==> src/rtl/or_gate_unit.sv <==
// rtl/or_gate_unit.sv - bitwise OR gate with registered, sticky and hit-count observability (optional NOR outputs under OR_GATE_NOR_OUT_EN)
module or_gate_unit #(
  parameter int WIDTH = 1,
  parameter int CNT_W = 8
) (
  input  logic             clk,
  input  logic             rst,
  input  logic [WIDTH-1:0] a,
  input  logic [WIDTH-1:0] b,
  input  logic             in_valid,
  input  logic             sticky_clr,
  output logic [WIDTH-1:0] c,
  output logic [WIDTH-1:0] c_q,
  output logic             out_valid,
`ifdef OR_GATE_NOR_OUT_EN
  output logic [WIDTH-1:0] c_n,
  output logic [WIDTH-1:0] c_n_q,
`endif
  output logic [WIDTH-1:0] sticky,
  output logic [CNT_W-1:0] hit_count
);

  logic hit;

  // combinational OR result, independent of clock, reset and valid
  always_comb begin
    c   = a | b;
    hit = |(a | b);
  end

  // registered result: capture on valid, hold otherwise; out_valid tracks in_valid one cycle later
  always_ff @(posedge clk) begin
    if (rst) begin
      c_q       <= '0;
      out_valid <= 1'b0;
    end else begin
      out_valid <= in_valid;
      if (in_valid) begin
        c_q <= a | b;
      end
    end
  end

  // sticky accumulator: clear wins over a concurrent valid input
  always_ff @(posedge clk) begin
    if (rst || sticky_clr) begin
      sticky <= '0;
    end else if (in_valid) begin
      sticky <= sticky | a | b;
    end
  end

  // saturating count of valid cycles with a nonzero result; clear wins over a concurrent hit
  always_ff @(posedge clk) begin
    if (rst || sticky_clr) begin
      hit_count <= '0;
    end else if (in_valid && hit && !(&hit_count)) begin
      hit_count <= hit_count + 1'b1;
    end
  end

`ifdef OR_GATE_NOR_OUT_EN
  // combinational NOR of the operands
  always_comb begin
    c_n = ~(a | b);
  end

  // registered NOR, same capture/hold rules as c_q; resets to the NOR of c_q's reset value
  always_ff @(posedge clk) begin
    if (rst) begin
      c_n_q <= '1;
    end else if (in_valid) begin
      c_n_q <= ~(a | b);
    end
  end
`endif

endmodule

==> config.mk <==
export PLATFORM = sky130hd
export DESIGN_NAME = or_gate_unit
export DESIGN_NICKNAME = d
export VERILOG_FILES = /design/src/rtl/or_gate_unit.sv
export SDC_FILE = /design/constraint.sdc
export NUM_CORES = 1
export LEC_CHECK = 0
export ABC_AREA = 0
export CORE_MARGIN = 4
export CORE_UTILIZATION = 35
export DETAILED_ROUTE_END_ITERATION = 16
export PLACE_DENSITY_LB_ADDON = 0.3
export SYNTH_ARGS = -nofsm -noshare
export SYNTH_HDL_FRONTEND = slang
export SYNTH_SLANG_ARGS = --single-unit
==> constraint.sdc <==
create_clock -name clk -period 3.9 [get_ports clk]
set_input_delay 0.78 -clock clk [delete_from_list [all_inputs] [get_ports clk]]
set_output_delay 0.78 -clock clk [all_outputs]
set_load 0.02 [all_outputs]
After elaboration in Yosys (flattened, before gate mapping)
Index checks and enable logic that the tools add are counted.
- add/subtract/negate cells: 1
- bitwise operators: 3
- reductions and logical operators: 5
- operators with widths (operator ; count):
    8-bit by 1-bit adder with 8-bit output, second input constant ; 1
    8-bit AND reduction ; 1
    1-bit OR ; 3
    1-bit logical AND ; 2
    1-bit zero test ; 1
    1-bit logical OR ; 1
- bits in registers: 11
- bits of input ports: 6
- output and inout bits: 12
- word-level logic and storage cells: 13

Longest topological paths before layout
- depth after elaboration: 3
- gate-level depth with buffers: 5
- gate-level depth less buffers: 5

Worst setup path after synthesis
Ideal clock, no wire load.
- kind: input port to output port
- from: input a
- to: output c
- arrival: 1117 ps
- required time: 3120 ps
- path slack: 2003 ps
- stages: 1
- buffers on the path: 0
- cell sequence: or2_2
- cells in the longest elaborated chain, start to end: 1
- RTL lines (element ; RTL line ; RTL):
    start, declared ; 8 ; input logic [WIDTH-1:0] a,
    1-bit OR ; 27 ; c = a | b;
    end, declared ; 12 ; output logic [WIDTH-1:0] c,
No other way between the ends.

Worst setup path in the final report
Ends and elaborated chain as after synthesis.

==> summary.txt <==
GRT
  – Pin count of the biggest net entering global routing: 11
  – GR Overflow Total: 0
  – Initial antenna violation count: 0
  – First-pass GRT wire length: approximately 1900 um
  – Total track usage: about 13%
  – Number of global-route vias before repair: 454

Clock network
  – CTS clk-pin slew, worst paths: around 70 ps
  – CTS tree: done
  – Hold buffer count at CTS: 0
  – TritonCTS Sinks: 11
  – Clk Latency, worst-skew pair: between 200 and 300 ps
  – Cts repair resizes: 0
  – CTS buffer count: 3
  – H-tree depth: 1
  – Clock Root Buffer: clkbuf_4
  – Maximum clock path buffer count: 2
  – Postcts setup bufs: 0

Floorplan
  – Die span in x: 45.67 um
  – Site Rows: 13
  – Initial Utilization: roughly 38%
  – Core Area: between 1000 and 1500 sq um
  – Die Span Y: between 40 and 50 um
  – DIE AREA: ~2100 sq um
  – Top Ports: 18

Timing
  – Tcrit/Tclk final: between 70% and 80%
  – Worst-Margin Slew: between 400 and 500 ps
  – RSZ-0062 raised after global routing: false
  – Setup tns final: 0 ps
  – Final slew viol count: 0
  – Worst rel slew slack: 71.65%
  – Fin. Hold Viols: 0
  – Max Clock Freq: ~0.35 GHz
  – Setup violators final: 0
  – Final Critical Period: 2861 ps
  – Clk_skew: 2.922 ps

Setup path
  – Crit Path Category: in2out
  – CP Launch Type: input pin
  – CP arrival: around 2100 ps
  – Crit path capture type: output port
  – Critical Path RT: ~3100 ps
  – Largest fanout on the critical path: 3

Power
  – Net Sw Frac: 23.51%
  – Clk pwr share: between 30 and 40%
  – Seq pwr share: between 50% and 60%
  – NetSw: 0.00005139 W
  – Power density over the cells: between 300 and 400 nW/um^2
  – LEAKAGE: about 0.24 nW
  – Cell-internal power: 0.0001672 W
  – Share of total power in combinational logic: a little under an eighth
  – Worst ir drop on vdd: around 150 uV

Route
  – Metal2 WL: approximately 510 um
  – Metal3 WL: ~99 um
  – Starting DRT DRC Count: 7
  – ANT nets after route: 0
  – Wire length on met1: 528 um
  – Top Layer Used: met4
  – Drt drc: 0
  – Post-DR vias/cell: roughly 5.2
  – Via count: 483
  – Drt pass-1 iters: 4
  – Routed len/inst: roughly 13 um
  – Total wire length: roughly 1200 um

Yosys
  – Sequential fraction of the synthesis area: around 44%
  – Syn. warnings: 0
  – Mapped cell area: between 400 and 500 sq um
  – Largest family of logic cells by synthesized area: simple AND/OR/NAND/NOR gates
  – Synthesized Nets: 65
  – Cell count after synthesis: 58
  – Synth Area in Adders: under 10%
  – #FFs+latches synth: 11
  – Post-synth EDFFs: 0
  – Post-synthesis mux area share: under 10%
  – Syn_area_per_cell: around 8.6 sq um
  – Synth cell types: 26
  – Ys flop type: dfxtp_1
  – Post-Synth Simple-Gate Area: approximately 28%
  – Synth async-reset ratio: 0%
  – Synth Area in Compound Gates: between 10% and 20%
  – Xor/xnor share of the synthesized area: between 1.5 and 2%

Final layout
  – Fill cells: 123
  – Most frequent cells in the layout: clkdlybuf4s50_1, dfxtp_1, nor2_1, a21oi_1
  – # nets final: between 80 and 90
  – Share of cells above drive strength 1: 10.26%
  – Antenna cell count: 0
  – Most common cell after layout, fill and taps aside: clkdlybuf4s50_1
  – Final Util: a little over half
  – Area grow syn2layout: 42.57%

Place
  – Post-DP HPWL: ~830 um
  – GPL Wtd Cong: roughly 0.86
  – PortBufs: 17

Flow run
  – Max cap viols: 0

Status
  – Run status: finished, final reports clean

Hold path
  – HP Class: reg2reg
==> sequential cells by signal, summed over array words and instances, names as in the netlist <==
name and cells:
c_q 1, hit_count 8, out_valid 1, sticky 1
==> critical path, cell delays in order <==
cell and delay [ps]:
clkdlybuf4s50_1 450, or2_2 310, clkdlybuf4s50_1 540
==> kinds of logic after synthesis <==
logic type	after synthesis
and+or+nand+nor	27
AOI/OAI and AO/OA	13
DFF	11
buffers and inverters	3
muxes	2
xor gates and xnor gates	1
adders and majority gates	1
==> cell usage after synthesis (all sizes together), types with 2 or more instances <==
master | number | area [sq um]
a211oi | 2 | 15.01
a21oi | 5 | 25.02
dfxtp | 11 | 220.2
inv | 2 | 7.510
mux2i | 2 | 20.02
nand2 | 3 | 11.26
nand2b | 2 | 12.51
nand3 | 2 | 10.01
nor2 | 8 | 30.03
nor3 | 3 | 15.01
o21ai | 3 | 18.77
or2 | 3 | 21.27
==> power groups by stage <==
stage                      logic [W]  registers [W]  clock network, W
after floorplan           0.00000860       0.000122                 0
after global placement     0.0000244       0.000119                 0
after detailed placement   0.0000250       0.000119                 0
after CTS                  0.0000251       0.000116         0.0000794
after global routing       0.0000268       0.000116         0.0000855
final                      0.0000249       0.000116         0.0000775
==> stage by stage <==
stage | hold WS [ps] | cells | power (W) | setup slack, ps | cell area (sq um)
6_report | 480.8 | 93 | 0.0002186 | 1039 | 708.2
5_1_grt | 512.9 | 93 | 0.0002287 | 998.4 | 708.2
4_1_cts | 483.5 | 93 | 0.0002207 | 1028 | 708.2
3_5_place_dp | 465.6 | 89 | 0.0001438 | 1033 | 681.9
3_3_place_gp | 457.0 | 89 | 0.0001429 | 1059 | 681.9
2_1_floorplan | 540.8 | 58 | 0.0001301 | 2003 | 496.7
==> metal layers <==
| metal | up-vias | global-route usage [%] |
|---|---|---|
| met5 | - | 0 |
| met4 | 0 | 9.357 |
| met3 | 6 | 3.557 |
| met2 | 17 | 19.50 |
| met1 | 214 | 15.48 |
| li1 | 246 | - |
==> cell type report <==
| type | instances | area [sq um] | share of cell area (%) |
|---|---|---|---|
| Multi-Input combinational cell | 44 | 265.3 | 37.46 |
| Sequential cell | 11 | 220.2 | 31.10 |
| Timing Repair Buffer | 17 | 170.2 | 24.03 |
| Clock buffer | 4 | 26.28 | 3.710 |
| Tap cell | 15 | 18.77 | 2.650 |
| Inverter | 2 | 7.507 | 1.060 |
==> final timing paths <==
check | startpoint | endpoint | slack [ps] | depth (start not counted)
setup / recovery | a | c | 1040 | 3
hold reg to reg | sticky | sticky | 480 | 2
setup reg to reg | hit_count[0] | hit_count[4] | 2320 | 5
hold / removal | sticky | sticky | 480 | 2
Power figures use the tool's default switching activity.
==> patch, RTL diff (same flow settings) <==
The parameter `CNT_W` goes from 8 to 9.
--- a/src/rtl/or_gate_unit.sv
+++ b/src/rtl/or_gate_unit.sv
@@ -1,7 +1,7 @@
 // rtl/or_gate_unit.sv - bitwise OR gate with registered, sticky and hit-count observability (optional NOR outputs under OR_GATE_NOR_OUT_EN)
 module or_gate_unit #(
   parameter int WIDTH = 1,
-  parameter int CNT_W = 8
+  parameter int CNT_W = 9
 ) (
   input  logic             clk,
   input  logic             rst,
Ports: changed (resized hit_count); port bits go from 18 to 19. No check against the original RTL was run, so the function may have changed too.
==> patch against the original RTL <==
  * Worst setup slack improved by 3.5 ps
  * Critical path depth stayed put
  * First-iteration DRC count is 14% higher
  * Combinational power grew 11%
  * Core utilization shrank 1.6 points
  * Design area up 14%
  * Sequential cell count grew 1
  * Area after synthesis is 18% higher
  * Wire length up 19%
  * Power grew 17%
  * Highest routed layer unchanged
==> patch: results <==
metrics = {
    "finish": {
        "buffer_area_share_pct": 22.4,
        "final.fill_count": 148,
        "seq_area_um2": 240,
        "nets": 95,
        "layout-drive-gt1-share_pct": 10.5,
        "multi_input_gates": 50,
        "multi_input_area_share_pct": 39.8,
        "buffers": 18,
        "final_cells": 102,
        "largest_reg_flops": 9,
        "clk_share_pct": 4.51,
        "area_growth_pct": 36.8,
    },
    "pwr": {
        "p_leak_nw": 0.258,
        "p_int_w": 0.000195,
        "power.switching_w": 0.0000607,
        "seq_power_w": 0.000126,
        "peakVddDrop_mv": 0.204,
        "pg_comb_w": 0.0000276,
    },
    "critical_path": {
        "critPathMaxFanout": 3,
        "cpPeakStageDelay_ps": 540,
    },
    "detailed_routing": {
        "wl_met3_um": 65,
        "dr_wl_met2_um": 687,
        "wirelength_met1_um": 608,
        "num_vias": 563,
        "wl_per_cell_um": 13.6,
        "dr.pass1.iters": 2,
        "first_iter_violations": 8,
    },
    "global_routing": {
        "first_global_vias": 573,
        "track_usage_pct": 12.2,
        "grt_pass1_wl_mm": 2.36,
        "grt_start_max_net_pins": 14,
    },
    "synthesis": {
        "synth_area_leaders": "dfxtp_1 (41%), mux2i_1 (6.8%), or3_1 (5.3%), a21oi_1 (5.1%), ha_1 (4.3%)",
        "synth_compound_area_share_pct": 13.0,
        "syn_avg_cell_area_um2": 8.78,
        "yosys.area_share.xor_xnor_pct": 0,
        "synth_top_cells_by_count": "dfxtp_1 (12), a21oi_1 (6), nand2_1 (6)",
        "synth_cell_type_count": 24,
        "yosysSeqAreaShare_pct": 40.9,
        "muxShareOfSynthArea_pct": 6.81,
        "synth_nets": 75,
        "synthAdderAreaFrac_pct": 4.26,
    },
    "outcome": {
        "status": "finished, final reports clean",
    },
    "placement": {
        "gp_congestion": 0.716,
        "hpwl_mm": 1.03,
        "port_buffers": 18,
        "place_area_um2": 768,
        "placed_cells": 98,
        "pre_cts_ws_ps": 1030,
    },
    "timing": {
        "fin_skew_ps": 3.33,
    },
    "clock_tree": {
        "clock_sinks": 12,
        "root_buffer": "clkbuf_4",
    },
}
patch: changes by cell type after synthesis, sizes merged, moves of 2 or more:
cell    change
a211oi      -2
buf         +2
or3         +4
nor3        -3
mux2i       +2
nand3       +3
nand2       +3
nor4        +2
nor2        -4
patch: worst reg2reg max path: stages (launching register included):
cell,delay (ps)
dfxtp_1,360
ha_1,260
nand3_1,90
nor2_1,50
ha_1,320
or4_1,540
a21oi_1,150
patch: routing by layer:
| layer | GRT usage, % | up-vias |
|---|---|---|
| met3 | 4.28 | 4 |
| met5 | 0 | - |
| met1 | 13.5 | 266 |
| met2 | 20.0 | 11 |
| met4 | 7.17 | 0 |
| li1 | - | 282 |
patch: path summary, 6_finish.rpt:
kind | slack, ps | end | cells after the start | from
max | 1040 | c | 3 | a
min | 480 | sticky | 2 | sticky
max reg2reg | 2070 | hit_count[3] | 6 | hit_count[0]
min reg2reg | 480 | sticky | 2 | sticky
